===== config.mk =====
export PLATFORM = sky130hd
export DESIGN_NAME = bus_fabric_n
export DESIGN_NICKNAME = d
export VERILOG_FILES = /design/src/rtl/bus_fabric_n_pkg.sv /design/src/rtl/bus_addr_match.sv /design/src/rtl/bus_fabric_n.sv
export SDC_FILE = /design/constraint.sdc
export NUM_CORES = 1
export LEC_CHECK = 0
export ABC_CLOCK_PERIOD_IN_PS = 6900
export BUFFER_PORTS_ARGS = -buffer_cell sky130_fd_sc_hd__clkbuf_2
export CAP_MARGIN = 40
export CORE_AREA = 2 2 191 193
export DETAILED_ROUTE_END_ITERATION = 8
export DIE_AREA = 0 0 193 195
export PLACE_DENSITY = 0.4
export SETUP_SLACK_MARGIN = 0.2
export SYNTH_ARGS = -nofsm -noshare
export SYNTH_HDL_FRONTEND = slang
export SYNTH_SLANG_ARGS = --single-unit

===== constraint.sdc =====
create_clock -name clk -period 6.9 [get_ports clk]
set_input_delay 1.38 -clock clk [delete_from_list [all_inputs] [get_ports clk]]
set_output_delay 1.38 -clock clk [all_outputs]
set_load 0.05 [all_outputs]

===== src/rtl/bus_fabric_n_pkg.sv =====
// ============================================================================
// Module   : bus_fabric_n_pkg
// Brief    : Shared state encodings and defaults for the bus fabric.
// Revision : 1.0
// ============================================================================
`default_nettype none

package bus_fabric_n_pkg;

  typedef logic [1:0] state_t;

  localparam state_t c_ST_IDLE   = 2'd0;
  localparam state_t c_ST_ACCESS = 2'd1;
  localparam state_t c_ST_DONE   = 2'd2;
  localparam state_t c_ST_ERR    = 2'd3;

  localparam logic [31:0] c_ERR_DATA_DEFAULT = 32'hDEAD_BEEF;

  // Bits needed to hold values 0..value-1, never less than one.
  function automatic int clog2_min1(input int value);
    return (value <= 2) ? 1 : $clog2(value);
  endfunction

endpackage

`default_nettype wire


===== src/rtl/bus_addr_match.sv =====
// ============================================================================
// Module   : bus_addr_match
// Brief    : Combinational base/mask priority decoder; lowest index wins.
// Revision : 1.0
// ============================================================================
`default_nettype none

module bus_addr_match
  import bus_fabric_n_pkg::*;
#(
  parameter int NUM_SLAVES = 8,
  parameter int AW = 32,
  parameter logic [NUM_SLAVES*AW-1:0] SLV_BASE = {NUM_SLAVES{32'h0}},
  parameter logic [NUM_SLAVES*AW-1:0] SLV_MASK = {NUM_SLAVES{32'hFFFF_0000}},
  parameter int IW = clog2_min1(NUM_SLAVES)
) (
  input  logic [AW-1:0]         addr,
  output logic                  hit,
  output logic [NUM_SLAVES-1:0] sel,
  output logic [IW-1:0]         idx
);

  logic [NUM_SLAVES-1:0] w_hit;

  for (genvar i = 0; i < NUM_SLAVES; i++) begin : g_hit
    assign w_hit[i] = ((addr ^ SLV_BASE[i*AW +: AW]) & SLV_MASK[i*AW +: AW]) == '0;
  end

  // Scan from the top so the lowest matching index is the last to assign.
  always_comb begin
    hit = |w_hit;
    sel = '0;
    idx = '0;
    for (int i = NUM_SLAVES - 1; i >= 0; i--) begin
      if (w_hit[i]) begin
        sel    = '0;
        sel[i] = 1'b1;
        idx    = IW'(i);
      end
    end
  end

endmodule

`default_nettype wire


===== src/rtl/bus_fabric_n.sv =====
// ============================================================================
// Module   : bus_fabric_n
// Brief    : Registered CPU-to-N-slave bus fabric with decode, timeout, bus error.
// Revision : 1.0
// ============================================================================
`default_nettype none

module bus_fabric_n
  import bus_fabric_n_pkg::*;
#(
  parameter int NUM_SLAVES = 8,
  parameter int AW = 32,
  parameter int DW = 32,
  parameter logic [NUM_SLAVES*AW-1:0] SLV_BASE = {NUM_SLAVES{32'h0}},
  parameter logic [NUM_SLAVES*AW-1:0] SLV_MASK = {NUM_SLAVES{32'hFFFF_0000}},
  parameter int TIMEOUT = 255,
  parameter logic [DW-1:0] ERR_DATA = c_ERR_DATA_DEFAULT
) (
  input  logic                     clk,
  input  logic                     rst,
  input  logic [AW-1:0]            cpu_addr,
  input  logic [DW-1:0]            cpu_wdata,
  input  logic                     cpu_rd,
  input  logic [DW/8-1:0]          cpu_we,
  output logic [DW-1:0]            cpu_rdata,
  output logic                     cpu_ready,
  output logic                     cpu_err,
  output logic [NUM_SLAVES-1:0]    slv_sel,
  output logic [AW-1:0]            slv_addr,
  output logic [DW-1:0]            slv_wdata,
  output logic                     slv_rd,
  output logic [DW/8-1:0]          slv_we,
  input  logic [NUM_SLAVES*DW-1:0] slv_rdata,
  input  logic [NUM_SLAVES-1:0]    slv_ready,
  output logic [AW-1:0]            err_addr,
  output logic [7:0]               err_count
);

  localparam int c_CW = clog2_min1(TIMEOUT + 1);
  localparam int c_IW = clog2_min1(NUM_SLAVES);
  localparam int c_BW = DW / 8;

  state_t                r_state, w_next;
  logic [AW-1:0]         r_addr, w_addr_d;
  logic                  r_rd, w_rd_d;
  logic [c_IW-1:0]       r_idx, w_idx_d;
  logic [c_CW-1:0]       r_cnt, w_cnt_d;

  logic [DW-1:0]         w_cpu_rdata_d;
  logic                  w_cpu_ready_d, w_cpu_err_d;
  logic [NUM_SLAVES-1:0] w_slv_sel_d;
  logic [AW-1:0]         w_slv_addr_d;
  logic [DW-1:0]         w_slv_wdata_d;
  logic                  w_slv_rd_d;
  logic [c_BW-1:0]       w_slv_we_d;
  logic [AW-1:0]         w_err_addr_d;
  logic [7:0]            w_err_count_d;

  logic                  w_hit;
  logic [NUM_SLAVES-1:0] w_match_sel;
  logic [c_IW-1:0]       w_match_idx;
  logic [AW-1:0]         w_match_mask;
  logic                  w_req, w_slv_ready, w_timeout;
  logic [DW-1:0]         w_slv_rdata;
  logic [7:0]            w_err_count_inc;

  bus_addr_match #(
    .NUM_SLAVES (NUM_SLAVES),
    .AW         (AW),
    .SLV_BASE   (SLV_BASE),
    .SLV_MASK   (SLV_MASK),
    .IW         (c_IW)
  ) u_match (
    .addr (cpu_addr),
    .hit  (w_hit),
    .sel  (w_match_sel),
    .idx  (w_match_idx)
  );

  assign w_req           = cpu_rd | (|cpu_we);
  assign w_match_mask    = SLV_MASK[w_match_idx*AW +: AW];
  assign w_slv_ready     = slv_ready[r_idx];
  assign w_slv_rdata     = slv_rdata[r_idx*DW +: DW];
  assign w_timeout       = (TIMEOUT != 0) && (r_cnt == c_CW'(TIMEOUT - 1));
  assign w_err_count_inc = (err_count == 8'hFF) ? err_count : err_count + 8'd1;

  always_ff @(posedge clk or posedge rst) begin
    if (rst) r_state <= c_ST_IDLE;
    else     r_state <= w_next;
  end

  always_comb begin
    w_next = r_state;
    case (r_state)
      c_ST_IDLE:   if (w_req) w_next = w_hit ? c_ST_ACCESS : c_ST_ERR;
      c_ST_ACCESS: begin
        if (w_slv_ready)    w_next = c_ST_DONE;
        else if (w_timeout) w_next = c_ST_ERR;
      end
      default:     w_next = c_ST_IDLE;
    endcase
  end

  // Computes the next value of every registered output alongside the transition.
  always_comb begin
    w_addr_d      = r_addr;
    w_rd_d        = r_rd;
    w_idx_d       = r_idx;
    w_cnt_d       = r_cnt;
    w_cpu_rdata_d = cpu_rdata;
    w_cpu_ready_d = 1'b0;
    w_cpu_err_d   = 1'b0;
    w_slv_sel_d   = slv_sel;
    w_slv_addr_d  = slv_addr;
    w_slv_wdata_d = slv_wdata;
    w_slv_rd_d    = slv_rd;
    w_slv_we_d    = slv_we;
    w_err_addr_d  = err_addr;
    w_err_count_d = err_count;
    case (r_state)
      c_ST_IDLE: begin
        if (w_req) begin
          w_addr_d      = cpu_addr;
          w_rd_d        = cpu_rd & ~(|cpu_we);
          w_idx_d       = w_match_idx;
          w_cnt_d       = '0;
          w_slv_addr_d  = cpu_addr & ~w_match_mask;
          w_slv_wdata_d = cpu_wdata;
          if (w_hit) begin
            w_slv_sel_d = w_match_sel;
            w_slv_rd_d  = cpu_rd & ~(|cpu_we);
            w_slv_we_d  = cpu_we;
          end else begin
            w_cpu_ready_d = 1'b1;
            w_cpu_err_d   = 1'b1;
            w_cpu_rdata_d = ERR_DATA;
            w_err_addr_d  = cpu_addr;
            w_err_count_d = w_err_count_inc;
          end
        end
      end
      c_ST_ACCESS: begin
        w_cnt_d = r_cnt + c_CW'(1);
        if (w_slv_ready || w_timeout) begin
          w_slv_sel_d   = '0;
          w_slv_rd_d    = 1'b0;
          w_slv_we_d    = '0;
          w_cpu_ready_d = 1'b1;
          if (w_slv_ready) begin
            w_cpu_rdata_d = r_rd ? w_slv_rdata : '0;
          end else begin
            w_cpu_err_d   = 1'b1;
            w_cpu_rdata_d = ERR_DATA;
            w_err_addr_d  = r_addr;
            w_err_count_d = w_err_count_inc;
          end
        end
      end
      default: ;
    endcase
  end

  always_ff @(posedge clk or posedge rst) begin
    if (rst) begin
      r_addr    <= '0;
      r_rd      <= 1'b0;
      r_idx     <= '0;
      r_cnt     <= '0;
      cpu_rdata <= '0;
      cpu_ready <= 1'b0;
      cpu_err   <= 1'b0;
      slv_sel   <= '0;
      slv_addr  <= '0;
      slv_wdata <= '0;
      slv_rd    <= 1'b0;
      slv_we    <= '0;
      err_addr  <= '0;
      err_count <= '0;
    end else begin
      r_addr    <= w_addr_d;
      r_rd      <= w_rd_d;
      r_idx     <= w_idx_d;
      r_cnt     <= w_cnt_d;
      cpu_rdata <= w_cpu_rdata_d;
      cpu_ready <= w_cpu_ready_d;
      cpu_err   <= w_cpu_err_d;
      slv_sel   <= w_slv_sel_d;
      slv_addr  <= w_slv_addr_d;
      slv_wdata <= w_slv_wdata_d;
      slv_rd    <= w_slv_rd_d;
      slv_we    <= w_slv_we_d;
      err_addr  <= w_err_addr_d;
      err_count <= w_err_count_d;
    end
  end

endmodule

`default_nettype wire


### Word-level counts from Yosys, hierarchy flattened

Cells that the tools add are included.

| storage, ports and cells | value |
|---|---|
| register bits | 178 |
| input bits | 335 |
| output and inout bits | 151 |
| logic and storage cells | 82 |

| cells by class | value |
|---|---|
| add/subtract/negate cells | 2 |
| equality and inequality tests | 9 |
| multiplexer cells | 43 |
| bitwise logic cells | 3 |
| reduce and logical (&&, ||, !) cells | 11 |

Operators with widths:

| operator | count |
|---|---|
| 2-to-1 mux 32 bit | 9 |
| one-hot mux 32 bit (2 select lines) | 2 |
| 2-to-1 mux 8 bit | 9 |
| one-hot mux 8 bit (2 select lines) | 3 |
| logical NOT 32 bit | 1 |
| adder 8 x 1 -> 8 bit, second input constant | 2 |
| equality test 8 bit, second input constant | 2 |
| 2-to-1 mux 4 bit | 3 |
| 2-to-1 mux 1 bit | 8 |
| 2-to-1 mux 2 bit | 4 |
| != test 2 bit, second input constant | 4 |
| one-hot mux 4 bit (2 select lines) | 1 |
| AND reduction 4 bit | 2 |
| one-hot mux 1 bit (2 select lines) | 3 |
| AND reduction 2 bit | 3 |
| AND reduction 5 bit | 1 |
| one-hot mux 2 bit (2 select lines) | 1 |
| OR reduction 4 bit | 1 |
| != test 3 bit, second input constant | 1 |
| equality test 2 x 1 -> 1 bit, second input constant | 1 |
| logical NOT 2 bit | 1 |
| != test 2 x 1 -> 1 bit, second input constant | 1 |
| nonzero test 2 bit | 1 |
| AND 1 bit | 1 |
| other kinds (3) | 3 |

### Depth between registers and ports, before layout

Gate-level depths: netlist of the first run.

| logic depth | value |
|---|---|
| word-level depth | 6 |
| mapped depth | 9 |
| mapped depth without buffers | 7 |

### By module

Synthesis of the first run repeated with hierarchy kept, for this count alone.

| unflattened totals | value |
|---|---|
| cell total of the unflattened synthesis | 760 |
| area total of the unflattened synthesis | 9,059.9 µm² |

Modules (own cells, without submodules):

| module | instances | cells an instance | area each (µm²) | sequential area each (µm²) |
|---|---|---|---|---|
| bus_fabric_n | 1 | 743 | 8,939.8 | 4,129.0 |
| bus_addr_match | 1 | 17 | 120.1 | 0.0 |

### Worst setup path after synthesis of the first run

No wires, ideal clock.

| timing | value |
|---|---|
| path kind | input port to flip-flop |
| from | input cpu_we[0] |
| to | register r_addr[0] |
| library setup time | 125 ps |
| arrival time | 2,663 ps |
| required time | 6,775 ps |
| setup slack | 4,113 ps |
| stages | 4 |
| buffers on the path | 1 |
| cells stage by stage | or4_4 -> o21ai_4 -> buf_2 -> mux2_2 |

| between the ends | value |
|---|---|
| cells in the longest elaborated chain, start to end | 3 |

Ends and longest elaborated chain:

| item | RTL line | text |
|---|---|---|
| from (decl) | bus_fabric_n.sv:24 | `input logic [DW/8-1:0] cpu_we,` |
| OR reduction 4 bit | bus_fabric_n.sv:80 | `assign w_req = cpu_rd \| (\|cpu_we);` |
| OR 1 bit | bus_fabric_n.sv:80 |  |
| AND reduction 2 bit (no line) | - |  |
| to (signal assigned) | bus_fabric_n.sv:180 | `r_addr <= w_addr_d;` |
| to (decl) | bus_fabric_n.sv:44 | `logic [AW-1:0] r_addr, w_addr_d;` |

No other way between the ends.
A chain may end at the register's enable or synchronous reset.

### Worst setup path in the final report of the first run

| timing | value |
|---|---|
| from | input cpu_addr[16] |
| to | register cpu_rdata[23] |

| between the ends | value |
|---|---|
| cells in the longest elaborated chain, start to end | 3 |

Ends and longest elaborated chain:

| item | RTL line | text |
|---|---|---|
| from (decl) | bus_fabric_n.sv:21 | `input logic [AW-1:0] cpu_addr,` |
| logical NOT 32 bit | bus_addr_match.sv:26 | `assign w_hit[i] = ((addr ^ SLV_BASE[i*AW +: AW]) & SLV_MASK[i*AW +: AW]) == '0;` |
| != test 2 bit (no line) | - |  |
| AND reduction 4 bit (no line) | - |  |
| to (signal assigned) | bus_fabric_n.sv:184 | `cpu_rdata <= w_cpu_rdata_d;` |
| to (decl) | bus_fabric_n.sv:25 | `output logic [DW-1:0] cpu_rdata,` |

No other way between the ends.

==> flow_summary_export.csv, run 1 <==
group,metric,value,unit
synth,synth_common_cells,"dfrtp_1 (155), nand2_1 (68), mux2_2 (62)",
power_and_ir_drop,ir_drop,0.175,mV
floorplanning,die_area,37600,µm²
setup_path,path_cells,"clkbuf_2, nor4_2, nand4_2, o211ai_4, inv_2, a2bb2oi_1",
power_and_ir_drop,pwr-share-seq,33.5,%
global_routing,grt-busiest-layer,"met2",
synth,yosysUniqueCellTypes,45,
clock_network,clkSinkCount,155,
synth,synth_area_per_cell,12.6,µm²
global_routing,antenna_found_initial,4,
setup_path,required,7.20,ns
synth,synthArstFlopShare,100,%
synth,netlist_instances,532,
timing,skew,0.0108,ns
synth,synthFlopType,"dfrtp_1",
power_and_ir_drop,clkPwrFrac,25.5,%
routing,drtPass1Iterations,4,
floorplanning,coreArea,35400,µm²
global_routing,met3_usage,4.44,%
floorplanning,die_x,193,µm
layout,ff_latch_area,3880,µm²
setup_path,r2r_start,"r_state[0]",
layout,fin_cells,1222,
synth,yosysWarnings,0,
clock_network,cts_resized,0,
global_routing,grtUsageMet2,14.9,%
power_and_ir_drop,intPower,0.00214,W
layout,n_fill_cell,3823,
clock_network,post_cts_buffers,0,
floorplanning,rows,69,
setup_path,endpoint_kind,"flop",
timing,maxSlewViolCount,0,
synth,synth-seq-cells,155,
routing,vias,4628,
synth,yosysSeqAreaShare,57.9,%
clock_network,path_clk_slew,0.06,ns
floorplanning,die_y,195,µm
clock_network,hold_buffers,0,
setup_path,reg2regPathDepth,7,
routing,drt-initial-drc-count,167,
routing,drtAntennaViolNets,0,
timing,tns,0,ns
min_path,hold_path.startpoint,"err_addr[25]",
setup_path,max_stage_delay,0.62,ns
setup_path,slowest_stage,"o211ai_4",
min_path,worstHoldPathType,"flop to flop",
global_routing,gr-usage-all-layers,9.66,%
layout,drive_gt1_share,46.5,%
flow_run,maxCapViolations,0,
setup_path,crit_fanout,25,
power_and_ir_drop,switching_share,45.2,%
layout,multi_input_area,2440,µm²
global_routing,globalRouteMet1Util,11.8,%
timing,hold_viol_final,0,
placed_design,gp_congestion,0.669,
placed_design,port_buffers,231,
routing,drc_errors,0,
global_routing,grt_max_degree,66,
setup_path,worstPathArrival,3.51,ns
min_path,holdPathEnd,"err_addr[25]",
timing,finalSetupViolCount,0,
global_routing,grt_pass1_wl,27300,µm
synth,synth.top_cell.area_share,57.9,%
power_and_ir_drop,leakagePower,4.13,nW
floorplanning,ios,486,
global_routing,overflow,0,
power_and_ir_drop,switchingPower,0.00177,W
timing,max_freq,312,MHz
floorplanning,start_util,18.9,%
placed_design,dp_hpwl,12300,µm
power_and_ir_drop,combPwrFrac,41.0,%
routing,vias_per_cell,3.79,
timing,grt_setup_unrepaired,"false",
layout,final_nets,1084,
global_routing,grt_pass1_vias,4631,
timing,worst_slew_pin_slew,0.730,ns
synth,synth-edff-count,0,
timing,relSlewSlack,50.9,%
run_status,status,"finished, final reports clean",
timing,period_share,46.4,%
synth,syn_area,6700,µm²
min_path,holdPathStages,2,
synth,synthTopCellsByArea,"dfrtp_1 (58%), mux2_2 (10%), buf_4 (5.7%)",
setup_path,r2r_setup_slack,4.50,ns
clock_network,cts_tree,"yes",
synth,synth_top_area_cell,"dfrtp_1",
timing,period_needed,3.20,ns
power_and_ir_drop,power_density,445,nW/µm²
routing,wl,17900,µm
clock_network,htreeDepth,4,
placed_design,dp.cells,1188,
clock_network,numCtsBuffers,17,
setup_path,crit_type,"input port to flop",
setup_path,r2r-end,"err_count[1]",
routing,routedWlPerCell,14.6,µm
synth,synth_most_common_cell,"dfrtp_1",
layout,syn2layout_area_growth,31.3,%
clock_network,clock_path_buffers,2,
clock_network,clock_latency,0.43,ns
setup_path,start_kind,"input port",
clock_network,ctsRootBufferMaster,"clkbuf_16",
timing,holdWs,0.477,ns
-- kinds of logic after synthesis --
logic type / after synthesis / share of synthesized area, %
flip-flops: 155 / 57.9
AND/OR/NAND/NOR: 102 / 7.44
multiplexers: 97 / 15.7
AO/OA/AOI/OAI: 92 / 10.2
buffers and inverters: 75 / 7.20
XOR/XNOR: 7 / 0.916
adder cells (fa/ha/maj): 3 / 0.561
other: 1 / 0.0560
-- worst max-delay path by stage --
stage,start,endpoint,slack [ns]
3_3_place_gp,cpu_addr[16],cpu_rdata[21],3.17
5_1_grt,cpu_addr[16],cpu_rdata[16],3.52
4_1_cts,cpu_addr[16],cpu_rdata[3],3.65
2_1_floorplan,rst,cpu_err,1.34
3_5_place_dp,cpu_addr[16],cpu_rdata[3],3.19
6_report,cpu_addr[16],cpu_rdata[23],3.70
-- metrics by stage --
step / worst slack, ns / cell area (µm²) / util [%] / total power, W
2_1_floorplan: 1.34 / 6780 / - / 0.00259
3_3_place_gp: 3.17 / 8130 / 23.0 / 0.00294
3_5_place_dp: 3.19 / 8180 / 23.1 / 0.00296
4_1_cts: 3.65 / 8780 / 24.8 / 0.00400
5_1_grt: 3.52 / 8780 / 24.8 / 0.00413
6_report: 3.70 / 8790 / 24.8 / 0.00391
-- state kept, by name (all words and copies together) (netlist names) --
register   flops
r_state        2
cpu_ready      1
slv_sel        1
slv_rd         1
r_rd           1
r_cnt          8
cpu_rdata     32
err_count      8
cpu_err        1
slv_wdata     32
slv_we         4
r_addr        32
err_addr      32
-- critical path: cells and delay by family --
kind / cells / cell delay, ns
compound gates: 2 / 0.85
buf+inv: 2 / 0.51
simple gates: 2 / 0.74
-- cell usage in the layout (no fill, tap or decap), types with 2 or more instances in the layout --
| cell | Yosys | layout |
|---|---|---|
| o21ai_1 | 2 | 2 |
| buf_4 | 51 | 6 |
| bufinv_16 | 0 | 3 |
| inv_6 | 0 | 4 |
| clkinv_2 | 0 | 2 |
| nand3_1 | 9 | 9 |
| a21oi_1 | 3 | 3 |
| a2bb2oi_1 | 24 | 24 |
| diode_2 | 0 | 2 |
| inv_1 | 7 | 6 |
| o21ai_0 | 36 | 36 |
| nor2_2 | 3 | 3 |
| o211ai_1 | 2 | 2 |
| nand2_1 | 68 | 68 |
| a21o_1 | 2 | 2 |
| conb_1 | 1 | 23 |
| ha_1 | 3 | 3 |
| o2bb2ai_1 | 2 | 2 |
| clkbuf_2 | 0 | 231 |
| nor4_2 | 6 | 6 |
| mux2_2 | 62 | 62 |
| dfrtp_1 | 155 | 155 |
| clkbuf_16 | 0 | 17 |
| clkinvlp_4 | 0 | 3 |
| mux2_1 | 3 | 3 |
| xor2_1 | 6 | 6 |
| nor3_1 | 3 | 3 |
| clkinv_4 | 0 | 2 |
| o31ai_1 | 3 | 3 |
| inv_2 | 2 | 2 |
| mux2i_1 | 32 | 32 |
| nor2_1 | 3 | 3 |
| a22o_1 | 12 | 12 |
-- routing by layer --
metal,vias up,wire [µm]
li1,2240,-
met1,2218,7920
met2,149,8180
met3,17,1500
met4,4,240
met5,-,30
-- final cells by class --
| class | count | share of cell area, % |
|---|---|---|
| Antenna cell | 2 | 0.0569 |
| Clock buffer | 19 | 5.04 |
| Clock inverter | 13 | 1.89 |
| Inverter | 9 | 0.441 |
| Multi-Input combinational cell | 324 | 27.7 |
| Sequential cell | 155 | 44.1 |
| Tap cell | 461 | 6.56 |
| Timing Repair Buffer | 239 | 14.1 |
-- power by group through the flow --
stage / Combinational, W / Sequential, W / Clock, W
final: 0.00161 / 0.00131 / 0.000997
after global routing: 0.00170 / 0.00135 / 0.00109
after CTS: 0.00163 / 0.00132 / 0.00104
after detailed placement: 0.00163 / 0.00133 / 0
after global placement: 0.00161 / 0.00133 / 0
after floorplan: 0.000610 / 0.00198 / 0
No activity file was read; power rests on OpenSTA's default activity.
==> inputs of run 2 (changes only) <==
--- a/config.mk
+++ b/config.mk
@@ -5,13 +5,13 @@
 export SDC_FILE = /design/constraint.sdc
 export NUM_CORES = 1
 export LEC_CHECK = 0
-export ABC_CLOCK_PERIOD_IN_PS = 6900
+export ABC_CLOCK_PERIOD_IN_PS = 2830
 export BUFFER_PORTS_ARGS = -buffer_cell sky130_fd_sc_hd__clkbuf_2
 export CAP_MARGIN = 40
-export CORE_AREA = 2 2 191 193
+export CORE_AREA = 2 2 190 192
 export DETAILED_ROUTE_END_ITERATION = 8
-export DIE_AREA = 0 0 193 195
-export PLACE_DENSITY = 0.4
+export DIE_AREA = 0 0 192 194
+export PLACE_DENSITY = 0.42
 export SETUP_SLACK_MARGIN = 0.2
 export SYNTH_ARGS = -nofsm -noshare
 export SYNTH_HDL_FRONTEND = slang
==> constraint.sdc (replaced) <==
create_clock -name clk -period 2.83 [get_ports clk]
set_input_delay 0.566 -clock clk [delete_from_list [all_inputs] [get_ports clk]]
set_output_delay 0.566 -clock clk [all_outputs]
set_load 0.05 [all_outputs]
==> flow_summary_export.csv, run 2 (synthesis results as in run 1) <==
group,metric,value,unit
run_status,status,"finished, final reports clean",
layout,final_common_cell,"clkbuf_2",
clock_network,numCtsBuffers,17,
layout,final_nets,1089,
clock_network,htreeDepth,4,
clock_network,clkSinkCount,155,
placed_design,preCtsSetupSlack,0.350,ns
layout,fin_util,25.3,%
timing,finalSetupViolCount,0,
setup_path,slowest_stage,"dfrtp_1",
global_routing,grt_max_degree,68,
global_routing,grt_pass1_wl,27300,µm
layout,drive_gt1_share,46.9,%
clock_network,path_clk_slew,0.08,ns
power_and_ir_drop,leakagePower,4.19,nW
floorplanning,ios,486,
timing,period_needed,2.13,ns
routing,routedWlPerCell,14.6,µm
clock_network,ctsRootBufferMaster,"clkbuf_16",
layout,layout_common_cells,"clkbuf_2 (231), dfrtp_1 (155), nand2_1 (68)",
layout,fin_area,8900,µm²
global_routing,antenna_found_initial,2,
routing,drc_errors,0,
global_routing,overflow,0,
routing,vias_per_cell,3.81,
routing,drtAntennaViolNets,0,
placed_design,dp_hpwl,12300,µm
power_and_ir_drop,finalPower,0.00974,W
min_path,worstHoldPathType,"input port to asynchronous set/reset pin",
timing,skew,0.0130,ns
timing,worst_slack,0.696,ns
setup_path,worstPathArrival,2.49,ns
global_routing,grt_pass1_vias,4583,
floorplanning,die_y,194,µm
timing,worst_slew_pin_slew,0.636,ns
flow_run,maxCapViolations,0,
setup_path,max_stage_delay,0.44,ns
clock_network,post_cts_buffers,0,
timing,hold_viol_final,0,
setup_path,start_kind,"flop",
clock_network,cts_tree,"yes",
clock_network,clock_latency,0.44,ns
placed_design,port_buffers,231,
floorplanning,die_x,192,µm
timing,relSlewSlack,57.6,%
floorplanning,coreArea,35200,µm²
setup_path,path_cells,"inv_1, ha_1, nand2_1, o311ai_4, o211ai_4, buf_4, nor4_2, xnor2_1",
placed_design,placed_cell_area,8250,µm²
timing,period_share,75.4,%
timing,maxSlewViolCount,0,
floorplanning,die_area,37200,µm²
setup_path,crit_fanout,12,
power_and_ir_drop,power_density,1090,nW/µm²
clock_network,hold_buffers,0,
timing,grt_setup_unrepaired,"false",
setup_path,endpoint_kind,"flop",
floorplanning,rows,69,
routing,vias,4658,
routing,wl,17800,µm
clock_network,clock_path_buffers,2,
timing,max_freq,469,MHz
setup_path,path_buf_inv,2,
floorplanning,start_util,19.0,%
routing,drt-initial-drc-count,135,
setup_path,required,3.19,ns
routing,drtPass1Iterations,4,
clock_network,cts_resized,0,
timing,tns,0,ns
global_routing,gr-usage-all-layers,9.74,%
setup_path,crit_type,"flop to flop",
layout,syn2layout_area_growth,32.9,%
power_and_ir_drop,ir_drop,0.636,mV
placed_design,gp_congestion,0.701,
setup_path,critical_path.top_delay_family,"compound AO/OA/AOI/OAI gates",
[run 2: changes by cell type in the layout (fill, tap and decap cells not counted), sizes merged]
cell / change
clkinvlp: -1
inv: -1
clkinv: -1
buf: +5
clkbuf: -1
diode: -1
bufinv: +2
[run 2: layer usage]
metal / up-vias / track usage [%] / wire length [µm]
met4: 2 / 3.31 / 251
met5: - / 0 / 14
met2: 154 / 15.0 / 8240
met3: 19 / 4.24 / 1470
met1: 2234 / 12.2 / 7860
li1: 2249 / - / -
[run 2: per-stage QoR]
stage / cells / hold slack [ns]
final: 1224 / 0.0410
after global routing: 1223 / 0.0215
after CTS: 1223 / 0.00868
after detailed placement: 1193 / 0.472
after global placement: 1193 / 0.462
after floorplan: 554 / 0.454
[run 2: layout make-up]
type	instances	area, µm²
antenna	1	2.50
sequential	155	3880
fill	3761	26300
timing repair buffer	244	1320
inverter	9	37.5
clock buffer	18	439
multi-input combinational	324	2440
tap	461	577
clock inverter	12	213
[run 2: where the power goes]
group	internal [W]	total, W	switching [W]
Sequential	0.00281	0.00318	0.000366
Combinational	0.00103	0.00396	0.00293
Clock	0.00160	0.00261	0.00101
Total	0.00543	0.00974	0.00431
[run 2: worst paths after layout]
kind                               startpoint       endpoint  slack (ns)  cells after the start
worst max-delay path                 r_cnt[0]   err_count[5]        0.70                      8
worst min-delay path                      rst  slv_wdata[12]        0.04                      2
worst max register to register       r_cnt[0]   err_count[5]        0.70                      8
worst min register to register   err_addr[30]   err_addr[30]        0.48                      2
max in group asynchronous                 rst      r_addr[3]        2.14                      3
min in group clk                slv_rdata[16]  cpu_rdata[16]        0.35                      3
